## config.mk

```make
export PLATFORM = sky130hd
export DESIGN_NAME = regfile_dump_streamer
export DESIGN_NICKNAME = d
export VERILOG_FILES = /design/src/rtl/regfile_dump_streamer.sv
export SDC_FILE = /design/constraint.sdc
export NUM_CORES = 1
export LEC_CHECK = 0
export ABC_CLOCK_PERIOD_IN_PS = 3850
export BUFFER_PORTS_ARGS = -buffer_cell sky130_fd_sc_hd__buf_2
export CAP_MARGIN = 20
export CELL_PAD_IN_SITES_DETAIL_PLACEMENT = 1
export CELL_PAD_IN_SITES_GLOBAL_PLACEMENT = 1
export CORE_MARGIN = 2
export CORE_UTILIZATION = 37
export CTS_CLUSTER_DIAMETER = 100
export DETAILED_ROUTE_END_ITERATION = 7
export PLACE_DENSITY = 0.91
export SYNTH_ARGS = -nofsm -noshare
export SYNTH_HDL_FRONTEND = slang
export SYNTH_SLANG_ARGS = --single-unit
```

## constraint.sdc

```tcl
create_clock -name clk -period 3.85 [get_ports clk]
set_clock_uncertainty 0.15 [all_clocks]
set_input_delay 0.1925 -clock clk [delete_from_list [all_inputs] [get_ports clk]]
set_output_delay 0.1925 -clock clk [all_outputs]
set_load 0.01 [all_outputs]
```

## src/rtl/regfile_dump_streamer.sv

```systemverilog
// Walks a register-file address range and streams each word, tagged with its index, on a valid/ready port.
// Define REGFILE_DUMP_CHECKSUM_EN to append one XOR-checksum beat after the register beats.
module regfile_dump_streamer #(
  parameter int N = 32,
  parameter int A = 5
) (
  input  logic         clk,
  input  logic         rst_n,
  input  logic         start,
  input  logic [A-1:0] first_addr,
  input  logic [A-1:0] last_addr,
  output logic         busy,
  output logic         done,
  output logic [A-1:0] rf_rd_addr,
  input  logic [N-1:0] rf_rd_data,
  output logic         out_valid,
  input  logic         out_ready,
  output logic [N-1:0] out_data,
  output logic [A-1:0] out_addr,
  output logic         out_last
);

`ifdef REGFILE_DUMP_CHECKSUM_EN
  typedef enum logic [2:0] {S_IDLE, S_READ, S_SEND, S_CSUM, S_DONE} state_t;
  logic [N-1:0] csum_q, csum_d;
`else
  typedef enum logic [1:0] {S_IDLE, S_READ, S_SEND, S_DONE} state_t;
`endif

  state_t       state_q, state_d;
  logic [A-1:0] end_q, end_d;
  logic [A-1:0] rf_rd_addr_q, rf_rd_addr_d;
  logic         out_valid_q, out_valid_d;
  logic [N-1:0] out_data_q, out_data_d;
  logic [A-1:0] out_addr_q, out_addr_d;
  logic         out_last_q, out_last_d;

  always_ff @(posedge clk or negedge rst_n) begin
    if (!rst_n) begin
      state_q      <= S_IDLE;
      end_q        <= '0;
      rf_rd_addr_q <= '0;
      out_valid_q  <= 1'b0;
      out_data_q   <= '0;
      out_addr_q   <= '0;
      out_last_q   <= 1'b0;
`ifdef REGFILE_DUMP_CHECKSUM_EN
      csum_q       <= '0;
`endif
    end else begin
      state_q      <= state_d;
      end_q        <= end_d;
      rf_rd_addr_q <= rf_rd_addr_d;
      out_valid_q  <= out_valid_d;
      out_data_q   <= out_data_d;
      out_addr_q   <= out_addr_d;
      out_last_q   <= out_last_d;
`ifdef REGFILE_DUMP_CHECKSUM_EN
      csum_q       <= csum_d;
`endif
    end
  end

  always_comb begin
    state_d      = state_q;
    end_d        = end_q;
    rf_rd_addr_d = rf_rd_addr_q;
    out_valid_d  = out_valid_q;
    out_data_d   = out_data_q;
    out_addr_d   = out_addr_q;
    out_last_d   = out_last_q;
`ifdef REGFILE_DUMP_CHECKSUM_EN
    csum_d       = csum_q;
`endif
    case (state_q)
      S_IDLE: begin
        if (start) begin
          end_d        = last_addr;
          rf_rd_addr_d = first_addr;
`ifdef REGFILE_DUMP_CHECKSUM_EN
          csum_d       = '0;
`endif
          state_d      = S_READ;
        end
      end
      S_READ: begin
        out_data_d  = rf_rd_data;
        out_addr_d  = rf_rd_addr_q;
`ifdef REGFILE_DUMP_CHECKSUM_EN
        out_last_d  = 1'b0;
`else
        out_last_d  = (rf_rd_addr_q == end_q);
`endif
        out_valid_d = 1'b1;
        state_d     = S_SEND;
      end
      S_SEND: begin
        if (out_ready) begin
          out_valid_d = 1'b0;
`ifdef REGFILE_DUMP_CHECKSUM_EN
          csum_d      = csum_q ^ out_data_q;
`endif
          if (rf_rd_addr_q == end_q) begin
`ifdef REGFILE_DUMP_CHECKSUM_EN
            state_d = S_CSUM;
`else
            state_d = S_DONE;
`endif
          end else begin
            // Address arithmetic is modulo 2^A so a range can wrap through 0.
            rf_rd_addr_d = rf_rd_addr_q + A'(1);
            state_d      = S_READ;
          end
        end
      end
`ifdef REGFILE_DUMP_CHECKSUM_EN
      S_CSUM: begin
        // First cycle loads the checksum beat; afterwards wait for its handshake.
        if (!out_valid_q) begin
          out_data_d  = csum_q;
          out_addr_d  = '0;
          out_last_d  = 1'b1;
          out_valid_d = 1'b1;
        end else if (out_ready) begin
          out_valid_d = 1'b0;
          state_d     = S_DONE;
        end
      end
`endif
      S_DONE: begin
        state_d = S_IDLE;
      end
      default: begin
        state_d = S_IDLE;
      end
    endcase
  end

  assign busy       = (state_q != S_IDLE);
  assign done       = (state_q == S_DONE);
  assign rf_rd_addr = rf_rd_addr_q;
  assign out_valid  = out_valid_q;
  assign out_data   = out_data_q;
  assign out_addr   = out_addr_q;
  assign out_last   = out_last_q;

endmodule
```

# After elaboration in Yosys (flattened, before gate mapping)
# Cells that the tools add are included.
dict set report word_totals {
  register_bits 51
  latchBits 0
  ramBits 0
  rom_bits 0
  output_inout_bits 46
  word_cells 33
  memories 0
}
dict set report op_classes {
  addsub 1
  multipliers 0
  div 0
  order_cmp 0
  eq_ne 7
  shift 0
  mux 10
  bitwise_logic 0
  n_reduce_logical 8
}
# cell count
set ops {}
lappend ops {{5-bit 2-to-1 mux} 3}
lappend ops {{5-bit one-hot mux with 2 select lines} 1}
lappend ops {{2-bit one-hot mux with 4 select lines} 1}
lappend ops {{2-bit 2-to-1 mux} 3}
lappend ops {{2-bit inequality test, second input constant} 3}
lappend ops {{2-bit AND reduction} 3}
lappend ops {{2-bit nonzero test} 3}
lappend ops {{5-bit by 1-bit adder with 5-bit output, second input constant} 1}
lappend ops {{5-bit equality test} 1}
lappend ops {{2-bit equality test, second input constant} 2}
lappend ops {{4-bit AND reduction} 1}
lappend ops {{2-bit by 1-bit equality test with 1-bit output, second input constant} 1}
lappend ops {{2-bit logical NOT} 1}
lappend ops {{1-bit one-hot mux with 2 select lines} 1}
lappend ops {{1-bit 2-to-1 mux} 1}

# Depth between registers and ports, before layout
dict set report depth {
  depth_word 4
  mapped_depth 5
  mapped_depth_nobuf 5
}

# Worst setup path after synthesis
# No wires, ideal clock.
dict set report synth_timing {
  path_type {reg-to-reg}
  startpoint {register rf_rd_addr_q[1] (netlist: rf_rd_addr[1])}
  endpoint {register rf_rd_addr_q[1] (netlist: rf_rd_addr[1])}
  t_arrival_ns 1.376
  required_time_ns 3.575
  setup_slack_ns 2.199
  path_stages_with_launch 5
  period_less_slack_ns 1.651
  cell_sequence {dfrtp_1 -> xnor2_1 -> nand3_4 -> o21a_4 -> mux2_4}
}
dict set report synth_between {
  elab_chain_cells 4
}
# element line_no
set synth_lines {}
lappend synth_lines {{start: declaration} 32} ;# logic [A-1:0] rf_rd_addr_q, rf_rd_addr_d;
lappend synth_lines {{start signal: assignment} 53} ;# rf_rd_addr_q <= rf_rd_addr_d;
lappend synth_lines {{5-bit by 1-bit adder with 5-bit output} 111} ;# rf_rd_addr_d = rf_rd_addr_q + A'(1);
lappend synth_lines {{5-bit 2-to-1 mux} 103} ;# if (rf_rd_addr_q == end_q) begin
lappend synth_lines {{5-bit 2-to-1 mux} 98} ;# if (out_ready) begin
lappend synth_lines {{5-bit one-hot mux with 2 select lines} 75} ;# case (state_q)
# Several ways; a longest one is shown, not always the timed one. The select of a mux whose other input is x is not followed.
# A chain may end at the register's enable or synchronous reset.

# Worst setup path in the final report
dict set report layout_timing {
  startpoint {register state_q[0]}
  endpoint {register state_q[1]}
}
dict set report layout_between {
  elab_chain_cells 3
}
# element line_no
set layout_lines {}
lappend layout_lines {{start: declaration} 30} ;# state_t state_q, state_d;
lappend layout_lines {{start signal: assignment} 51} ;# state_q <= state_d;
lappend layout_lines {{2-bit equality test / 2-bit logical NOT (equally long branches)} 75}
lappend layout_lines {{2-bit inequality test (no line)} --}
lappend layout_lines {{2-bit AND reduction (no line)} --}
# Several ways; a longest one is shown, not always the timed one.

==> results.toml <==
[sta]
hold_slack_ns = 0.0568
fmax_ghz = 0.536
finalMaxSlewViolations = 0
min_period_ns = 1.87
rsz0062_at_grt = "false"
hold_viol_final = 0
setup_viol = 0
tightest_slew_ns = 0.709
slew_headroom_pct = 52.7
fin_crit_sh_pct = 48.5
tns_ns = 0

[detailed_routing]
drc = 0
top_layer = "met4"
viasPerCell = 4.77
drt-initial-drc-count = 55
final_antenna_net_count = 0
vias = 2051
drtPass1Iterations = 4
wl_met1_um = 2580
wl_met2_um = 3300
wl_per_cell_um = 14.5
route.met3.wl_um = 283
wl_um = 6230

[setup_path]
cp.arrival_ns = 1.89
cp_top_family = "simple AND/OR/NAND/NOR gates"
worst_setup_path_end_kind = "flop"
path_class = "reg2reg"
regToRegStartpoint = "state_q[0]"
start_kind = "flop"
critPathBufInv = 1
rr_worst_depth = 3
critPathSlowestCell = "nand2b_1"
reg2reg_slack_ns = 1.98
worstPathCellList = "nand2b_1, buf_4, a31oi_1"
r2r-end = "state_q[1]"
path_max_fanout = 25
crit_cells = 3
crit_required_ns = 3.88
cp_slowest_stage_delay_ns = 0.56

[yosys]
yosys.area.top_type_share_pct = 58.7
synthTopCellsByArea = "dfrtp_1 (59%), nand2_1 (19%), mux2_2 (3.1%), xnor2_1 (2.0%), buf_2 (1.8%)"
syn_inst = 227
syn_area_sq_mm = 0.00217
yosys_warnings = 0
ys_types = 33
synth_fp_nets = 274
yosysTopAreaCell = "dfrtp_1"
yosys_register_bits = 51
ys_seq_area_share_pct = 58.7
syn_avg_cell_area_sq_um = 9.57

[placed_design]
placed_cell_area_sq_mm = 0.00270
gp_congestion = 0.763
dpl.cell_count = 382
io_buffers = 91
post-dp-hpwl_um = 4020

[die]
start_util_pct = 39.0
fp.coreArea_sq_mm = 0.00557
rows = 27
die_h_um = 80.6
io_pins = 92
dieArea_sq_mm = 0.00650
die_w_um = 80.6

[run]
cap_violations = 0

[min_path]
hold_start = "first_addr[0]"
hold_path_end = "rf_rd_addr[0]"
hold_path_class = "in2reg"
whs_path_depth = 3

[clock_network]
cts_buffer_depth = 2
clkSlewWorstSetupHoldPaths_ns = 0.09
insertion_delay_ns = 0.30
root_buffer = "clkbuf_8"
htreeDepth = 2
numCtsBuffers = 5
cts_sinks = 51
ctsResizeCount = 0
cts_tree = "yes"
post_cts_buffers = 0

[final_layout]
area_growth_pct = 47.8
drive_gt1_share_pct = 32.1
fin_area_sq_mm = 0.00321
n_antenna_cell = 0
fin_nets = 404
fin_cells = 430
fillCellCount = 650
ff_latch_area_sq_mm = 0.00128
multiInputGateArea_sq_um = 823

[grt]
grt_pass1_wl_um = 10000
gr-total-overflow = 0
first_global_vias = 2130
grt_max_degree = 35
antenna_found_initial = 0
grt_usage_pct = 20.0

[power_and_ir_drop]
power_density_mw_per_mm2 = 765
ir_drop_mv = 0.328
total_power_w = 0.00246
leakage_nw = 1.70

[outcome]
status = "complete, no violations"
-- cells in the mapped netlist, drive strengths merged --
cell / instances
nand2b: 1
o22ai: 2
and3: 1
a22oi: 3
buf: 9
a222oi: 1
a21oi: 1
nand2: 108
inv: 6
dfrtp: 51
or2: 1
o211ai: 3
o21a: 1
mux2: 7
o21ai: 7
nand3: 4
or2b: 1
nor2: 6
xnor2: 5
a31oi: 1
clkbuf: 1
nand3b: 1
and2: 1
mux2i: 1
ha: 1
a31o: 1
nor2b: 1
and2b: 1
-- flip-flops by register name, summed over array words and instances, names as in the netlist --
name,cells
state_q,2
rf_rd_addr,5
out_data,32
out_last,1
out_addr,5
out_valid,1
end_q,5
-- where the power goes --
group	total, W	internal, W	switching [W]	leakage (nW)
logic	0.00114	0.000496	0.000646	1.03
clock network	0.000324	0.000147	0.000177	0.0474
registers	0.000992	0.000799	0.000193	0.618
-- kinds of logic (layout without fill, tap and decap cells) --
| logic type | after synthesis | after routing | share of synthesized area (%) |
|---|---|---|---|
| DFF | 51 | 51 | 58.7 |
| adders and majority gates | 1 | 1 | 0.576 |
| xor gates and xnor gates | 5 | 5 | 2.01 |
| and+or+nand+nor | 126 | 126 | 24.7 |
| AOI/OAI and AO/OA | 20 | 20 | 6.33 |
| muxes | 8 | 8 | 4.26 |
| buffers and inverters | 16 | 147 | 3.40 |
-- layout make-up --
| cell class | instances | area share [%] |
|---|---|---|
| clock inverter | 2 | 0.506 |
| tap | 72 | 2.80 |
| sequential | 51 | 39.7 |
| inverter | 6 | 0.701 |
| timing repair buffer | 133 | 28.0 |
| clock buffer | 6 | 2.57 |
| multi-input combinational | 160 | 25.6 |
-- routing by layer --
layer,GRT usage [%],vias to the layer above
met4,4.58,0
met1,23.0,989
met3,3.48,11
met2,38.3,65
li1,-,986
met5,0,-
-- per-stage QoR --
step / utilization [%] / setup WS (ns)
2_1_floorplan: - / 2.20
3_3_place_gp: 48.0 / 1.87
3_5_place_dp: 48.4 / 1.82
4_1_cts: 57.1 / 1.79
5_1_grt: 57.6 / 1.80
6_report: 57.6 / 1.98
-- worst reg2reg max path, cell delays in order (launching register included) --
cell      delay (ns)
dfrtp_1         0.50
nand2b_1        0.56
buf_4           0.40
a31oi_1         0.14
-- cells in the final DEF (no fill, tap or decap) --
cell / count
a222oi_1: 1
nand3_4: 1
a31oi_1: 1
o211ai_1: 3
or2b_1: 1
clkbuf_8: 6
mux2i_1: 1
nand2_1: 108
dlygate4sd3_1: 39
ha_1: 1
and2_1: 1
nand3b_1: 1
xnor2_1: 5
buf_4: 1
a21oi_1: 1
nand3_1: 3
inv_1: 6
dfrtp_1: 51
mux2_4: 1
mux2_2: 6
buf_12: 1
o21ai_1: 1
nor2_4: 2
a22oi_1: 3
clkinv_4: 1
a31o_1: 1
o21a_4: 1
nor2_1: 4
nand2b_1: 1
o22ai_1: 2
buf_2: 91
clkinvlp_4: 1
o21ai_0: 6
and3_1: 1
or2_2: 1
buf_16: 1
nor2b_4: 1
and2b_1: 1
-- what timing repair did --
item	CTS	global route
hold buffers	39	0
endpoints found under the setup margin	0	0
hold endpoints to repair	63	0
-- worst max path at each step --
stage / from / to / slack [ns]
6_report: state_q[0] / state_q[1] / 1.98
5_1_grt: state_q[0] / out_addr[3] / 1.80
4_1_cts: state_q[0] / state_q[1] / 1.79
3_5_place_dp: state_q[0] / state_q[1] / 1.82
3_3_place_gp: state_q[0] / state_q[1] / 1.87
2_1_floorplan: rf_rd_addr[1] / rf_rd_addr[1] / 2.20
(Power assumes the default switching activity.)
